**src/rtl/mewb_if.sv**
```systemverilog
// mewb_if: MEM->WB stage handshake and payload bundle (MEM side *m, WB side *w, plus flush)
interface mewb_if #(parameter int XLEN = 32, parameter int REGW = 5, parameter int RSLTW = 2) ();
  logic flush;
  logic validm, readym, regWrtm, memWrtm;
  logic [RSLTW-1:0] rsltSrcm;
  logic [XLEN-1:0] readDm, pc4m, ujWrtBckm;
  logic [REGW-1:0] rdm;
  logic validw, readyw, regWrtw, memWrtw;
  logic [RSLTW-1:0] rsltSrcw;
  logic [XLEN-1:0] readDw, pc4w, ujWrtBckw, wbDataw;
  logic [REGW-1:0] rdw;
  modport slave (
    input flush, validm, regWrtm, memWrtm, rsltSrcm, readDm, pc4m, ujWrtBckm, rdm, readyw,
    output readym, validw, regWrtw, memWrtw, rsltSrcw, readDw, pc4w, ujWrtBckw, rdw, wbDataw
  );
  modport master (
    output flush, validm, regWrtm, memWrtm, rsltSrcm, readDm, pc4m, ujWrtBckm, rdm, readyw,
    input readym, validw, regWrtw, memWrtw, rsltSrcw, readDw, pc4w, ujWrtBckw, rdw, wbDataw
  );
endinterface

```
**src/rtl/mewb_stage.sv**
```systemverilog
// mewb_stage: two-entry elastic MEM->WB stage with writeback mux; MEWB_RETIRE_CNT_EN adds a 64-bit retire counter
module mewb_stage #(parameter int XLEN = 32, parameter int REGW = 5, parameter int RSLTW = 2) (
  input logic clk,
  input logic rst,
  mewb_if.slave bus
`ifdef MEWB_RETIRE_CNT_EN
  , output logic [63:0] retireCnt
`endif
);
  typedef enum logic [1:0] {EMPTY, ONE, TWO} state_t;
  typedef struct packed {
    logic regwrt;
    logic memwrt;
    logic [RSLTW-1:0] rslt;
    logic [XLEN-1:0] readd;
    logic [XLEN-1:0] pc4;
    logic [XLEN-1:0] ujw;
    logic [REGW-1:0] rd;
  } entry_t;
  state_t state, nxt;
  entry_t h, s, in_e;
  logic ready, push, pop, load_h, load_s;
  assign in_e = {bus.regWrtm, bus.memWrtm, bus.rsltSrcm, bus.readDm, bus.pc4m, bus.ujWrtBckm, bus.rdm};
  assign push = bus.validm & ready;
  assign pop = (state != EMPTY) & bus.readyw;
  // ready is registered from the next state so it never depends on readyw combinationally
  always_ff @(posedge clk) begin
    if (rst) begin
      state <= EMPTY;
      ready <= 1'b0;
    end else begin
      state <= nxt;
      ready <= nxt != TWO;
    end
  end
  always_comb begin
    nxt = bus.flush ? EMPTY :
          state == EMPTY ? (push ? ONE : EMPTY) :
          state == ONE ? (push == pop ? ONE : (push ? TWO : EMPTY)) :
          (pop ? ONE : TWO);
    load_h = !bus.flush & (state == EMPTY ? push : state == ONE ? (push & pop) : pop);
    load_s = !bus.flush & (state == ONE) & push & !pop;
  end
  always_ff @(posedge clk) begin
    if (rst) begin
      h <= '0;
      s <= '0;
    end else begin
      if (load_h) h <= (state == TWO) ? s : in_e;
      if (load_s) s <= in_e;
    end
  end
  always_comb begin
    bus.readym = ready;
    bus.validw = state != EMPTY;
    bus.regWrtw = h.regwrt & (state != EMPTY);
    bus.memWrtw = h.memwrt & (state != EMPTY);
    bus.rsltSrcw = h.rslt;
    bus.readDw = h.readd;
    bus.pc4w = h.pc4;
    bus.ujWrtBckw = h.ujw;
    bus.rdw = h.rd;
    bus.wbDataw = h.rslt[1:0] == 2'b00 ? h.ujw :
                  h.rslt[1:0] == 2'b01 ? h.readd :
                  h.rslt[1:0] == 2'b10 ? h.pc4 : '0;
  end
`ifdef MEWB_RETIRE_CNT_EN
  // a pop during flush still counts: WB consumed that entry
  always_ff @(posedge clk) begin
    if (rst) retireCnt <= '0;
    else if (pop & (h.regwrt | h.memwrt)) retireCnt <= retireCnt + 64'd1;
  end
`endif
endmodule

```
**src/flat_wrapper.sv**
```systemverilog
// flat-port wrapper written by rule: the top's interface ports become plain ports
module mewb_stage_flat 
#(parameter int XLEN = 32, parameter int REGW = 5, parameter int RSLTW = 2)
  (clk, rst, bus_flush, bus_validm, bus_regWrtm, bus_memWrtm, bus_rsltSrcm, bus_readDm, bus_pc4m, bus_ujWrtBckm, bus_rdm, bus_readyw, bus_readym, bus_validw, bus_regWrtw, bus_memWrtw, bus_rsltSrcw, bus_readDw, bus_pc4w, bus_ujWrtBckw, bus_rdw, bus_wbDataw);
  mewb_if #(.XLEN(XLEN), .REGW(REGW), .RSLTW(RSLTW)) bus_i ();
  input logic clk;
  input logic rst;
  input wire logic [$bits(bus_i.flush)-1:0] bus_flush;
  input wire logic [$bits(bus_i.validm)-1:0] bus_validm;
  input wire logic [$bits(bus_i.regWrtm)-1:0] bus_regWrtm;
  input wire logic [$bits(bus_i.memWrtm)-1:0] bus_memWrtm;
  input wire logic [$bits(bus_i.rsltSrcm)-1:0] bus_rsltSrcm;
  input wire logic [$bits(bus_i.readDm)-1:0] bus_readDm;
  input wire logic [$bits(bus_i.pc4m)-1:0] bus_pc4m;
  input wire logic [$bits(bus_i.ujWrtBckm)-1:0] bus_ujWrtBckm;
  input wire logic [$bits(bus_i.rdm)-1:0] bus_rdm;
  input wire logic [$bits(bus_i.readyw)-1:0] bus_readyw;
  output wire logic [$bits(bus_i.readym)-1:0] bus_readym;
  output wire logic [$bits(bus_i.validw)-1:0] bus_validw;
  output wire logic [$bits(bus_i.regWrtw)-1:0] bus_regWrtw;
  output wire logic [$bits(bus_i.memWrtw)-1:0] bus_memWrtw;
  output wire logic [$bits(bus_i.rsltSrcw)-1:0] bus_rsltSrcw;
  output wire logic [$bits(bus_i.readDw)-1:0] bus_readDw;
  output wire logic [$bits(bus_i.pc4w)-1:0] bus_pc4w;
  output wire logic [$bits(bus_i.ujWrtBckw)-1:0] bus_ujWrtBckw;
  output wire logic [$bits(bus_i.rdw)-1:0] bus_rdw;
  output wire logic [$bits(bus_i.wbDataw)-1:0] bus_wbDataw;
  assign bus_i.flush = bus_flush;
  assign bus_i.validm = bus_validm;
  assign bus_i.regWrtm = bus_regWrtm;
  assign bus_i.memWrtm = bus_memWrtm;
  assign bus_i.rsltSrcm = bus_rsltSrcm;
  assign bus_i.readDm = bus_readDm;
  assign bus_i.pc4m = bus_pc4m;
  assign bus_i.ujWrtBckm = bus_ujWrtBckm;
  assign bus_i.rdm = bus_rdm;
  assign bus_i.readyw = bus_readyw;
  assign bus_readym = bus_i.readym;
  assign bus_validw = bus_i.validw;
  assign bus_regWrtw = bus_i.regWrtw;
  assign bus_memWrtw = bus_i.memWrtw;
  assign bus_rsltSrcw = bus_i.rsltSrcw;
  assign bus_readDw = bus_i.readDw;
  assign bus_pc4w = bus_i.pc4w;
  assign bus_ujWrtBckw = bus_i.ujWrtBckw;
  assign bus_rdw = bus_i.rdw;
  assign bus_wbDataw = bus_i.wbDataw;
  mewb_stage #(.XLEN(XLEN), .REGW(REGW), .RSLTW(RSLTW)) u_core (.clk(clk), .rst(rst), .bus(bus_i));
endmodule
```
**config.mk**
```make
export PLATFORM = sky130hd
export DESIGN_NAME = mewb_stage_flat
export DESIGN_NICKNAME = d
export VERILOG_FILES = /design/src/rtl/mewb_if.sv /design/src/rtl/mewb_stage.sv /design/src/flat_wrapper.sv
export SDC_FILE = /design/constraint.sdc
export NUM_CORES = 1
export LEC_CHECK = 0
export CAP_MARGIN = 5
export CORE_MARGIN = 1.5
export CORE_UTILIZATION = 40
export CTS_BUF_LIST = sky130_fd_sc_hd__clkbuf_16
export DETAILED_ROUTE_END_ITERATION = 8
export DONT_BUFFER_PORTS = 1
export GPL_ROUTABILITY_DRIVEN = 0
export PLACE_DENSITY = 0.64
export SETUP_SLACK_MARGIN = 0.3
export SYNTH_ARGS = -nofsm -noshare
export SYNTH_HDL_FRONTEND = slang
export SYNTH_SLANG_ARGS = --single-unit
```
**constraint.sdc**
```tcl
create_clock -name clk -period 3.5 [get_ports clk]
set_input_delay 0.35 -clock clk [delete_from_list [all_inputs] [get_ports clk]]
set_output_delay 0.35 -clock clk [all_outputs]
set_load 0.01 [all_outputs]
```
==> results.cfg, run 1 <==
[outcome]
outcome = complete, no violations

[placement]
dp_hpwl_mm = 23.79
io_buffers = 0
place_area_um2 = 10350

[worst_hold_path]
hold_class = in -> reg

[die]
start_util = 0.4088
ios = 249
rows = 60
core_area_um2 = 27030
fp.dieH_um = 169.2
fp.dieW_um = 169.2
die_area_um2 = 28630

[logic_synthesis]
synth_seq_cells = 213
synthDistinctLibCells = 29
ys.flop_type = dfxtp_1
synth_top_area_share = 0.3859
yosysTopAreaCell = dfxtp_1
synthTopCellsByArea = dfxtp_1 39%, mux2i_1 12%, a41oi_1 8.3%
synthCells = 1220
async_flop_share = 0
ys_top_cells_by_count = 213 x dfxtp_1, 137 x mux2i_1, 136 x o21ai_0
syn_nets = 1332
synth_edf_count = 0
yosysSeqAreaShare = 0.3859
yosys_warnings = 0
syn-mean-instance-area_um2 = 9.057
synth_area_um2 = 11050
post-synth-top-count-cell = dfxtp_1

[worst_setup_path]
crit_chain = nor2_1 -> nor2b_1 -> ha_1 -> or3b_4 -> buf_12 -> a41oi_1 -> a211oi_2 -> dlygate4sd3_1
crit_arrival_ns = 3.24
worst-path-buf-inv = 2
critPathMaxStageDelay_ns = 0.58
startpoint_type = register
end_kind = register
cpLargestDelayFamily = buffers and inverters
cp_slowest_cell = dlygate4sd3_1
worstPathRequired_ns = 3.90
crit_fanout = 105
worst-setup-path-type = reg -> reg

[clock_tree]
cts_tree = done
clock_latency_ns = 0.52
clkSinkCount = 213
path_clk_slew_ns = 0.06
cts.path.max_buffers = 3
cts_resized = 0
htreeDepth = 1
root_buffer = clkbuf_16
cts_buffers = 24

[final_layout]
diodes = 0
final_area_um2 = 12660
layout-drive-gt1-share = 0.1003
multi_input_area_um2 = 5434
fillers = 2476
final_nets = 1271
regArea_um2 = 4265
areaGrowthSynthToFinish_pct = 14.59

[global_route]
grt.met3_usage = 0.09608
grt_util_met2 = 0.4266
grt-ovfl-total = 0
gr-usage-met1 = 0.3516
antenna_found_initial = 0
grt_max_degree = 130
grt-busiest-layer = met2
grt_pass1_wl_mm = 60.52
groute.usage.overall = 0.2766
grt_pass1_vias = 9348

[drt]
firstDrtPassIters = 5
route.detailed.drc = 0
wirelength_mm = 40.79
vias = 9615
ant_nets = 0
viasPerCell = 6.334
drtIter0Drc = 1097
wire_per_inst_um = 26.87

[sta]
fin_crit_sh = 0.8140
setup_viol_count_final = 0
hold_violations = 0
slew_headroom = 0.2053
skew_ns = 0.01141
fmax_ghz = 0.3510
rsz0062_at_grt = false
hold_ws_ns = 0.02050
tightest_slew_ns = 1.192
period_minus_slack_ns = 2.849
setup_tns_ns = 0
final_max_slew_viol_count = 0

[flow_run]
cap_violations = 0

[power]
p_per_area_nw_per_um2 = 472.3
ir_worst_vdd_mv = 0.2688
p_leak_uw = 0.004859
power by group:
group          internal, uW  switching [uW]  total [uW]
registers              2510             185        2700
logic                   274             384         658
clock network          1580            1040        2630
path summary, 6_finish.rpt:
| path | from | end | slack [ns] | depth (start not counted) |
|---|---|---|---|---|
| setup / recovery | u_core.state[1] | u_core.bus.pc4w[19] | 0.65 | 8 |
| hold / removal | bus_flush | u_core.bus.readym | 0.02 | 2 |
| hold reg to reg | u_core.s[85] | u_core.s[85] | 0.47 | 2 |
| setup reg to reg | u_core.state[1] | u_core.bus.pc4w[19] | 0.65 | 8 |
placed cells by master, fill, tap and decap left out, types with 3 or more instances in the layout:
| cell | n |
|---|---|
| a211oi_1 | 55 |
| a211oi_2 | 50 |
| a21oi_1 | 107 |
| a41oi_1 | 105 |
| buf_12 | 5 |
| buf_4 | 14 |
| bufinv_16 | 4 |
| clkbuf_16 | 25 |
| clkinv_2 | 7 |
| dfxtp_1 | 212 |
| dlygate4sd3_1 | 147 |
| inv_1 | 9 |
| mux2i_1 | 137 |
| nand2_1 | 32 |
| nand2b_4 | 3 |
| nand3_1 | 105 |
| nor2b_1 | 4 |
| o21ai_0 | 136 |
logic make-up after synthesis:
group / after synthesis / share of synthesized area
flops: 213 / 0.3859
fa+ha+maj: 2 / 0.002264
simple gates: 154 / 0.06919
mux: 137 / 0.1241
buf+inv: 258 / 0.1291
compound gates: 456 / 0.2894
area by class of cell:
class / count / area share
multi-input cells: 749 / 0.4292
repair buffers: 167 / 0.1346
flip-flops and latches: 213 / 0.3369
clock buffers: 25 / 0.04941
well taps: 341 / 0.03370
clock inverters: 19 / 0.01492
inverters: 4 / 0.001285
repair_timing:
| action | CTS | global route |
|---|---|---|
| endpoints found under the hold margin | 213 | 0 |
| buffers inserted | 0 | 0 |
| hold buffers | 148 | 0 |
layer usage:
layer	part of all wire	up-vias
met1	0.40	4692
li1	-	4382
met5	0	-
met3	0.11	78
met2	0.45	463
met4	0.040	0
through the flow:
step                utilization  worst slack, ns  power, uW  std cells
floorplan                     -            1.414       3200       1220
global route             0.4685           0.4979       6171       1518
CTS                      0.4685           0.7037       5993       1518
finish                   0.4685           0.6512       5979       1518
global placement         0.3829            1.297       3246       1326
detailed placement       0.3829            1.238       3256       1326
state kept, by name, indices dropped and copies added, names as in the netlist:
| register | flops |
|---|---|
| u_core.bus.readym | 1 |
| u_core.s | 105 |
| u_core.bus.ujWrtBckw | 32 |
| u_core.bus.readDw | 32 |
| u_core.bus.rdw | 5 |
| u_core.state | 2 |
| u_core.bus.pc4w | 32 |
| u_core.h | 2 |
| u_core.bus.rsltSrcw | 2 |
Power figures use the tool's default switching activity.
==> run 2: changes to the inputs <==
--- a/config.mk
+++ b/config.mk
@@ -12,7 +12,7 @@
 export DETAILED_ROUTE_END_ITERATION = 8
 export DONT_BUFFER_PORTS = 1
 export GPL_ROUTABILITY_DRIVEN = 0
-export PLACE_DENSITY = 0.64
+export PLACE_DENSITY = 0.66
 export SETUP_SLACK_MARGIN = 0.3
 export SYNTH_ARGS = -nofsm -noshare
 export SYNTH_HDL_FRONTEND = slang
==> constraint.sdc (replaced) <==
create_clock -name clk -period 2.32 [get_ports clk]
set_input_delay 0.232 -clock clk [delete_from_list [all_inputs] [get_ports clk]]
set_output_delay 0.232 -clock clk [all_outputs]
set_load 0.01 [all_outputs]
==> run 2 against run 1 <==
The flow now finishes with violations (negative hold slack); power up 47%; register-to-register slack worse by 0.27 ns; via count up 1.7%; core utilization up 0.50 points; sequential cell count unchanged; critical path depth down 1; non-clock buffer count down 16; wire length down 0.26%; critical endpoint is now bus_wbDataw[1]; clock skew down 0.0012 ns; highest routed layer is now met5; clock power up 39%; global-route usage down 1.7 points; die area unchanged; largest power group unchanged.
==> results.cfg, run 2 (synthesis gave the netlist of run 1 again) <==
[sta]
period_minus_slack_ns = 2.019
setup_tns_ns = 0
hold_violations = 197
skew_ns = 0.01016
setup_viol_count_final = 0
hold_ws_ns = -0.2193
fin_crit_sh = 0.8701
slew_headroom = 0.5081
final_max_slew_viol_count = 0
rsz0062_at_grt = true
fmax_ghz = 0.4954
tightest_slew_ns = 0.7378

[final_layout]
top_register = u_core.s
final_area_um2 = 12800
layout_commonest_cell = dfxtp_1
areaGrowthSynthToFinish_pct = 15.81
layout_common_cells = 212 x dfxtp_1, 131 x mux2i_1, 107 x o21ai_0, 107 x a21oi_1
final_nets = 1257
final_cells = 1503
largest_reg_flops = 105
layout-drive-gt1-share = 0.1671

[worst_hold_path]
hold_class = in -> reg
min_from = rst
min_to = u_core.s[77]
whs_path_depth = 1

[die]
fp.dieW_um = 169.2
fp.dieH_um = 169.2
rows = 60
start_util = 0.4088
core_area_um2 = 27030
ios = 249
die_area_um2 = 28630

[global_route]
grt_util_met2 = 0.4045
grt-busiest-layer = met2
gr-usage-met1 = 0.3192
grt_pass1_vias = 8720
grt-ovfl-total = 0
grt_pass1_wl_mm = 57.13
antenna_found_initial = 4
grt.met3_usage = 0.1035
grt_max_degree = 214
groute.usage.overall = 0.2600

[placement]
dp_hpwl_mm = 24.46
io_buffers = 0
place_area_um2 = 10650
dp_cells = 1349

[worst_setup_path]
startpoint_type = register
ff2ff_setup_slack_ns = 0.38
r2r_end = u_core.bus.ujWrtBckw[6]
r2r_start = u_core.state[0]
r2r_cells = 7
critPathMaxStageDelay_ns = 0.37
worstPathRequired_ns = 2.09
end_kind = primary output
worst-setup-path-type = reg -> out
cp_slowest_cell = dfxtp_4
crit_chain = buf_12 -> nor2b_4 -> buf_12 -> buf_12 -> nand2_2 -> o21ai_2 -> buf_6
worst-path-buf-inv = 4
crit_top_cell = buf_12
crit_arrival_ns = 1.79
crit_fanout = 8
cpLargestDelayFamily = buffers and inverters

[power]
p_leak_uw = 0.004787
p_per_area_nw_per_um2 = 688.5
power_uw = 8809
ir_worst_vdd_mv = 0.4880

[drt]
vias = 9777
wire_per_inst_um = 27.07
viasPerCell = 6.505
firstDrtPassIters = 5
ant_nets = 0
wirelength_mm = 40.69
drtIter0Drc = 1249
route.detailed.drc = 0

[clock_tree]
root_buffer = clkbuf_16
htreeDepth = 1
clock_latency_ns = 0.53
cts.path.max_buffers = 3
path_clk_slew_ns = 0.06
cts_tree = done
cts_buffers = 25
clkSinkCount = 213

[flow_run]
cap_violations = 0

[outcome]
outcome = finished, violations left
failed_checks = negative hold slack
==> run 2: worst max path at each step <==
stage	end	cells past startpoint	start
3_3_place_gp	u_core.bus.ujWrtBckw[11]	7	u_core.state[0]
5_1_grt	bus_wbDataw[1]	7	u_core.bus.rsltSrcw[0]
2_1_floorplan	u_core.bus.rdw[0]	9	u_core.state[0]
3_5_place_dp	u_core.bus.readDw[15]	7	u_core.state[0]
4_1_cts	bus_wbDataw[6]	6	u_core.bus.rsltSrcw[0]
6_report	bus_wbDataw[1]	7	u_core.bus.rsltSrcw[0]
==> run 2: what timing repair did <==
item,CTS,global route
endpoints found under the hold margin,213,212
resized for setup,61,25
cloned,4,3
hold buffers,1,91
endpoints found under the setup margin,113,126
buffers inserted,5,6
pin swaps,1,0
==> run 2: worst register-to-register path, cell delays in order (launching register included) <==
cell and delay [ns]:
dfxtp_1 0.32, nor2_2 0.13, nor2b_1 0.07, ha_1 0.17
or3b_4 0.41, buf_12 0.23, a41oi_1 0.42, a211oi_2 0.08
==> run 2: report_power, final <==
group	internal, uW	switching [uW]
combinational	502	604
clock	2050	1600
sequential	3790	265
total	6340	2470
==> run 2: area by class of cell <==
class | count | area, um^2
well taps | 341 | 426.7
flip-flops and latches | 213 | 4268
inverters | 4 | 16.27
clock buffers | 25 | 625.6
diodes | 1 | 2.502
repair buffers | 151 | 1740
clock inverters | 18 | 108.9
multi-input cells | 750 | 5608
fillers | 2504 | 14230
==> run 2: per-stage QoR <==
step / util / worst slack (ns)
after CTS: 0.4324 / 0.2539
final: 0.4735 / 0.3014
after global routing: 0.4735 / 0.2764
after detailed placement: 0.3940 / 0.1829
after global placement: 0.3940 / 0.2320
after floorplan: - / 0.3105
==> run 2: routing by layer <==
metal	vias up	wire length (um)	share of wire
met3	99	4363	0.11
met1	4773	16210	0.40
met5	-	39	0.00096
met2	536	18370	0.45
met4	6	1708	0.042
li1	4363	-	-
